--- src/rtl/inst_fetch_pkg.sv ---
// inst_fetch_pkg: shared state encoding and defaults for the instruction fetch stage.
package inst_fetch_pkg;
    typedef enum logic [2:0] {IDLE, REQ, WAIT, DONE, FAULT} state_t;
    localparam logic [31:0] DEF_NOP = 32'h00000013;
    localparam int DEF_TIMEOUT = 255;
endpackage

--- src/rtl/inst_fetch_timer.sv ---
// fetch_timer: 16-bit saturating wait counter; hit marks the last allowed wait cycle.
module fetch_timer
    import inst_fetch_pkg::*;
#(
    parameter int TIMEOUT = DEF_TIMEOUT
) (
    input  logic clk,
    input  logic rst,
    input  logic clr,
    input  logic en,
    output logic hit
);
    logic [15:0] cnt;
    always_ff @(posedge clk or negedge rst)
        if (!rst) cnt <= '0;
        else if (clr) cnt <= '0;
        else if (en && cnt != 16'hFFFF) cnt <= cnt + 16'd1;
    // cnt lags the wait-cycle number by one, so hit fires during the TIMEOUT-th wait cycle
    assign hit = cnt >= 16'(TIMEOUT - 1);
endmodule

--- src/rtl/inst_fetch.sv ---
// inst_fetch: fetches the word at the core's pc over a valid/ready memory port and stalls the core until it arrives.
module inst_fetch
    import inst_fetch_pkg::*;
#(
    parameter int          TIMEOUT = DEF_TIMEOUT,
    parameter logic [31:0] NOP     = DEF_NOP
) (
    input  logic        clk,
    input  logic        rst,
    input  logic [31:0] pc,
    output logic [31:0] inst,
    output logic        inst_valid,
    output logic        stall,
    output logic        fault,
    output logic        mem_req_valid,
    input  logic        mem_req_ready,
    output logic [31:0] mem_req_addr,
    input  logic        mem_rsp_valid,
    input  logic [31:0] mem_rsp_data,
    input  logic        mem_rsp_err
);
    state_t      state;
    logic [31:0] pc_q, inst_q;
    logic        hit;

    fetch_timer #(.TIMEOUT(TIMEOUT)) u_timer (
        .clk(clk),
        .rst(rst),
        .clr(state != WAIT),
        .en (state == WAIT),
        .hit(hit)
    );

    always_ff @(posedge clk or negedge rst)
        if (!rst) begin
            state  <= IDLE;
            pc_q   <= '0;
            inst_q <= '0;
        end else
            case (state)
                IDLE, DONE: begin
                    state <= REQ;
                    pc_q  <= pc;
                end
                REQ: if (mem_req_ready) state <= WAIT;
                WAIT:
                    if (mem_rsp_valid && !mem_rsp_err) begin
                        inst_q <= mem_rsp_data;
                        state  <= DONE;
                    end else if (mem_rsp_valid || hit) state <= FAULT;
                default: state <= FAULT;
            endcase

    // every output is a pure decode of state and registers
    assign inst_valid    = state == DONE;
    assign stall         = !inst_valid;
    assign fault         = state == FAULT;
    assign inst          = inst_valid ? inst_q : NOP;
    assign mem_req_valid = state == REQ;
    assign mem_req_addr  = pc_q << 2;
endmodule

--- config.mk ---
export PLATFORM = sky130hd
export DESIGN_NAME = inst_fetch
export DESIGN_NICKNAME = d
export VERILOG_FILES = /design/src/rtl/inst_fetch_pkg.sv /design/src/rtl/inst_fetch_timer.sv /design/src/rtl/inst_fetch.sv
export SDC_FILE = /design/constraint.sdc
export NUM_CORES = 1
export LEC_CHECK = 0
export ABC_AREA = 1
export BUFFER_PORTS_ARGS = -buffer_cell sky130_fd_sc_hd__buf_4
export CORE_ASPECT_RATIO = 0.6
export CORE_MARGIN = 2
export CORE_UTILIZATION = 52
export CTS_CLUSTER_DIAMETER = 40
export CTS_CLUSTER_SIZE = 14
export DETAILED_ROUTE_END_ITERATION = 10
export HOLD_SLACK_MARGIN = 0.1
export PLACE_DENSITY = 0.9
export SYNTH_ARGS = -nofsm -noshare
export SYNTH_HDL_FRONTEND = slang
export SYNTH_SLANG_ARGS = --single-unit
--- constraint.sdc ---
create_clock -name clk -period 2.1 [get_ports clk]
set_input_delay 0.315 -clock clk [delete_from_list [all_inputs] [get_ports clk]]
set_output_delay 0.315 -clock clk [all_outputs]
set_load 0.03 [all_outputs]
==> metrics.txt <==
# TYPE chip_impl_metric gauge
chip_impl_info{name="hold_path_end",value="pc_q[18]"} 1
chip_impl_metric{name="report.final.slew_viol_count",unit=""} 0
chip_impl_metric{name="fillers",unit=""} 551
chip_impl_metric{name="timing.fmax",unit="MHz"} 516
chip_impl_metric{name="setup_tns_final",unit="ps"} 0
chip_impl_metric{name="insertedDiodeCount",unit=""} 0
chip_impl_metric{name="critPathMaxStageDelay",unit="ps"} 380
chip_impl_metric{name="max_cap_check_violation_count",unit=""} 0
chip_impl_metric{name="static-leakage-power",unit="nW"} 2.75
chip_impl_metric{name="design.final.nets",unit=""} 685
chip_impl_metric{name="avgViaCountPerCell",unit=""} 4.93
chip_impl_metric{name="skew",unit="ps"} 5.72
chip_impl_info{name="cts_tree",value="yes"} 1
chip_impl_info{name="critical_path.cell_chain",value="inv_2 -> nand3_2 -> buf_4 -> nor2_1 -> buf_4"} 1
chip_impl_metric{name="post_cts_resized",unit=""} 0
chip_impl_metric{name="io_buf_count",unit=""} 132
chip_impl_info{name="post_synth_most_frequent_cells",value="nand2_1 (139), dfrtp_1 (81), nand3_1 (58)"} 1
chip_impl_metric{name="largest_vdd_supply_drop",unit="V"} 0.000463
chip_impl_metric{name="cp_required",unit="ps"} 1780
chip_impl_info{name="crit_top_cell",value="buf_4"} 1
chip_impl_metric{name="synth_edf_count",unit=""} 0
chip_impl_info{name="timing.setup.critical_path_class",value="flop to output pin"} 1
chip_impl_metric{name="detail_route.first_pass.iterations",unit=""} 6
chip_impl_metric{name="routedWlPerCell",unit="microns"} 13.1
chip_impl_info{name="clockRootBuffer",value="clkbuf_16"} 1
chip_impl_metric{name="grt_util_met1",unit=""} 0.328
chip_impl_info{name="crit_family",value="buffers and inverters"} 1
chip_impl_metric{name="total_grt_usage",unit=""} 0.242
chip_impl_metric{name="dpl.hpwl",unit="mm"} 6.89
chip_impl_metric{name="area_delta_synth_final",unit="%"} 34.8
chip_impl_metric{name="power.density",unit="mW/mm^2"} 613
chip_impl_metric{name="pin_count",unit=""} 137
chip_impl_metric{name="final_min_period_over_clock_period",unit=""} 0.922
chip_impl_metric{name="vias_in_the_first_global_route",unit=""} 3286
chip_impl_metric{name="dr.first_iter.drc_count",unit=""} 188
chip_impl_metric{name="crit_buf_inv",unit=""} 3
chip_impl_metric{name="final.min_clock_period",unit="ps"} 1940
chip_impl_metric{name="dp.cells",unit=""} 706
chip_impl_info{name="timing.hold.worst.class",value="input port to flop"} 1
chip_impl_metric{name="std_cell_rows",unit=""} 24
chip_impl_info{name="setup.worst_path.end_class",value="output pin"} 1
chip_impl_metric{name="synth_warn",unit=""} 0
chip_impl_metric{name="timing.reg2reg.worst_path_depth",unit=""} 8
chip_impl_metric{name="critPathArrivalTime",unit="ps"} 1620
chip_impl_metric{name="sequential_share_of_the_synthesized_area",unit=""} 0.523
chip_impl_metric{name="detail-route-antenna-nets",unit=""} 0
chip_impl_info{name="cells_taking_the_most_area_after_synthesis",value="dfrtp_1 (52%), nand2_1 (13%), nand3_1 (7.5%), nor2_1 (5.2%), inv_1 (4.9%)"} 1
chip_impl_metric{name="ff_latch_count_synth",unit=""} 81
chip_impl_metric{name="timing_hold_violations_final",unit=""} 0
chip_impl_metric{name="worstSkewPairLatency",unit="ps"} 330
chip_impl_metric{name="routabilityCongestion",unit=""} 0.935
chip_impl_info{name="run_status",value="completed"} 1
chip_impl_metric{name="crit_path_max_fanout",unit=""} 14
chip_impl_metric{name="floorplan.core_area",unit="sq mm"} 0.00724
chip_impl_metric{name="grt_util_met3",unit=""} 0.0771
chip_impl_info{name="synth.most_common_cell",value="nand2_1"} 1
chip_impl_info{name="synth_area_leader_cell",value="dfrtp_1"} 1
chip_impl_metric{name="floorplan.initialDensity",unit=""} 0.536
chip_impl_metric{name="vias",unit=""} 3562
chip_impl_metric{name="synth_async_sr_flop_share",unit=""} 1.00
chip_impl_metric{name="finalSetupViolations",unit=""} 0
chip_impl_metric{name="grtUsageMet2",unit=""} 0.385
chip_impl_metric{name="syn_avg_cell_area",unit="sq um"} 8.01
chip_impl_metric{name="path_clk_slew",unit="ps"} 60
chip_impl_info{name="worstHoldStart",value="pc[18]"} 1
chip_impl_info{name="critical-path-slowest-cell",value="dfrtp_1"} 1
chip_impl_metric{name="fp.dieW",unit="microns"} 115
chip_impl_metric{name="proportion_of_netlist_area_held_by_the_largest_area_contributor",unit=""} 0.523
chip_impl_info{name="busiest_layer",value="met2"} 1
chip_impl_info{name="timing.rr.end",value="u_timer.cnt[1]"} 1
chip_impl_metric{name="final_cell_count_no_fill",unit=""} 723
chip_impl_metric{name="drcViolationCount",unit=""} 0
chip_impl_metric{name="clkSinkCount",unit=""} 81
chip_impl_metric{name="cts-buffers-inserted",unit=""} 9
chip_impl_metric{name="grt_overflow_total",unit=""} 0
chip_impl_metric{name="mappedNetlistArea",unit="sq mm"} 0.00388
chip_impl_metric{name="grt_pass1_wl",unit="mm"} 15.4
chip_impl_metric{name="relSlewSlack",unit=""} 0.604
chip_impl_metric{name="grt_start_max_net_pins",unit=""} 63
chip_impl_metric{name="utilization",unit=""} 0.723
chip_impl_info{name="synth_top_flop_cell",value="dfrtp_1"} 1
chip_impl_metric{name="yosys.cell_types.count",unit=""} 26
chip_impl_metric{name="die_height",unit="microns"} 70.9
chip_impl_metric{name="hold_path_cells",unit=""} 3
chip_impl_metric{name="post_route_cells_drive_above_1_share",unit=""} 0.302
chip_impl_info{name="rsz0062_at_grt",value="false"} 1
chip_impl_info{name="critical_path.startpoint_type",value="flop"} 1
chip_impl_info{name="worst_r2r_startpoint",value="u_timer.cnt[1]"} 1
chip_impl_metric{name="clock_tree.htree_level_count",unit=""} 3
chip_impl_metric{name="ff2ff_setup_slack",unit="ps"} 330
chip_impl_metric{name="timing_worst_slew_pin_value",unit="ps"} 595
chip_impl_metric{name="floorplan.die_area",unit="sq mm"} 0.00819
chip_impl_metric{name="route.final.wire_length",unit="mm"} 9.46
chip_impl_metric{name="postSynthCellCount",unit=""} 484
chip_impl_metric{name="antenna_found_initial",unit=""} 0
chip_impl_metric{name="clk_path_buf_depth",unit=""} 2
-- kinds of logic (layout without fill, tap and decap cells) --
logic type,after synthesis,count (layout),synth area share
flip-flops,81,81,0.523
adder cells (fa/ha/maj),2,2,0.00645
other,1,2,0.000967
buffers and inverters,80,214,0.0994
AND/OR/NAND/NOR,285,285,0.325
AO/OA/AOI/OAI,35,35,0.0452
-- timing repair --
action                                 in CTS  in global routing
endpoints found under the hold margin      45                  0
hold buffers                                1                  0
setup endpoints to repair                   0                  0
buffers inserted                            0                  0
-- cells in the final DEF, fill, tap and decap left out, drive strengths merged, types with 2 or more instances in the layout --
master / Yosys / routed
dfrtp: 81 / 81
ha: 2 / 2
nor3: 3 / 3
nand3: 60 / 60
nand2: 152 / 152
clkinv: 1 / 4
buf: 22 / 140
inv: 56 / 56
nand4: 5 / 5
o21ai: 34 / 34
or2: 7 / 7
nor2: 58 / 58
conb: 1 / 2
clkbuf: 1 / 11
-- area by class of cell --
class | instances | area, sq um | area share
flip-flops and latches | 81 | 2030 | 0.388
clock buffers | 11 | 233 | 0.0445
clock inverters | 5 | 56.3 | 0.0108
well taps | 104 | 130 | 0.0249
multi-input cells | 324 | 1470 | 0.282
inverters | 57 | 223 | 0.0426
repair buffers | 141 | 1090 | 0.208
-- how the worst max path moves through the flow --
| stage | startpoint | to | slack (ps) | cells past startpoint |
|---|---|---|---|---|
| 5_1_grt | state[2] | inst[23] | 80 | 5 |
| 4_1_cts | state[2] | inst[23] | 160 | 5 |
| 3_3_place_gp | u_timer.cnt[0] | u_timer.cnt[1] | 490 | 8 |
| 3_5_place_dp | u_timer.cnt[1] | u_timer.cnt[1] | 390 | 8 |
| 6_report | state[2] | inst[23] | 160 | 5 |
| 2_1_floorplan | state[2] | inst[23] | 420 | 5 |
-- layer usage --
metal / routed length (microns) / share of wire
met3: 885 / 0.094
met1: 4130 / 0.44
met4: 80 / 0.0085
met2: 4360 / 0.46
met5: 0 / 0
-- registers in the layout, summed over array words and instances (netlist names) --
| register | count |
|---|---|
| pc_q | 30 |
| state | 3 |
| u_timer.cnt | 16 |
| inst_q | 32 |
-- tightest hold or removal path: stages --
cell and delay (ps):
buf_4 70, nand2_1 40, nand2_1 40
-- power by group --
group	internal (W)	total (W)	leakage, nW	switching, W
Sequential	0.00156	0.00156	0.818	0
Clock	0.000918	0.00151	0.139	0.000591
Combinational	0.0000819	0.000137	1.79	0.0000547
Total	0.00256	0.00321	2.75	0.000646
-- through the flow --
stage	hold WS (ps)	total power (W)	instance area, sq um	worst slack, ps
3_5_place_dp	354	0.00173	4930	387
3_3_place_gp	346	0.00172	4930	491
6_report	169	0.00321	5230	163
2_1_floorplan	19.4	0.00160	3880	421
4_1_cts	167	0.00323	5230	164
5_1_grt	176	0.00332	5230	78.3
Power figures use the tool's default switching activity.
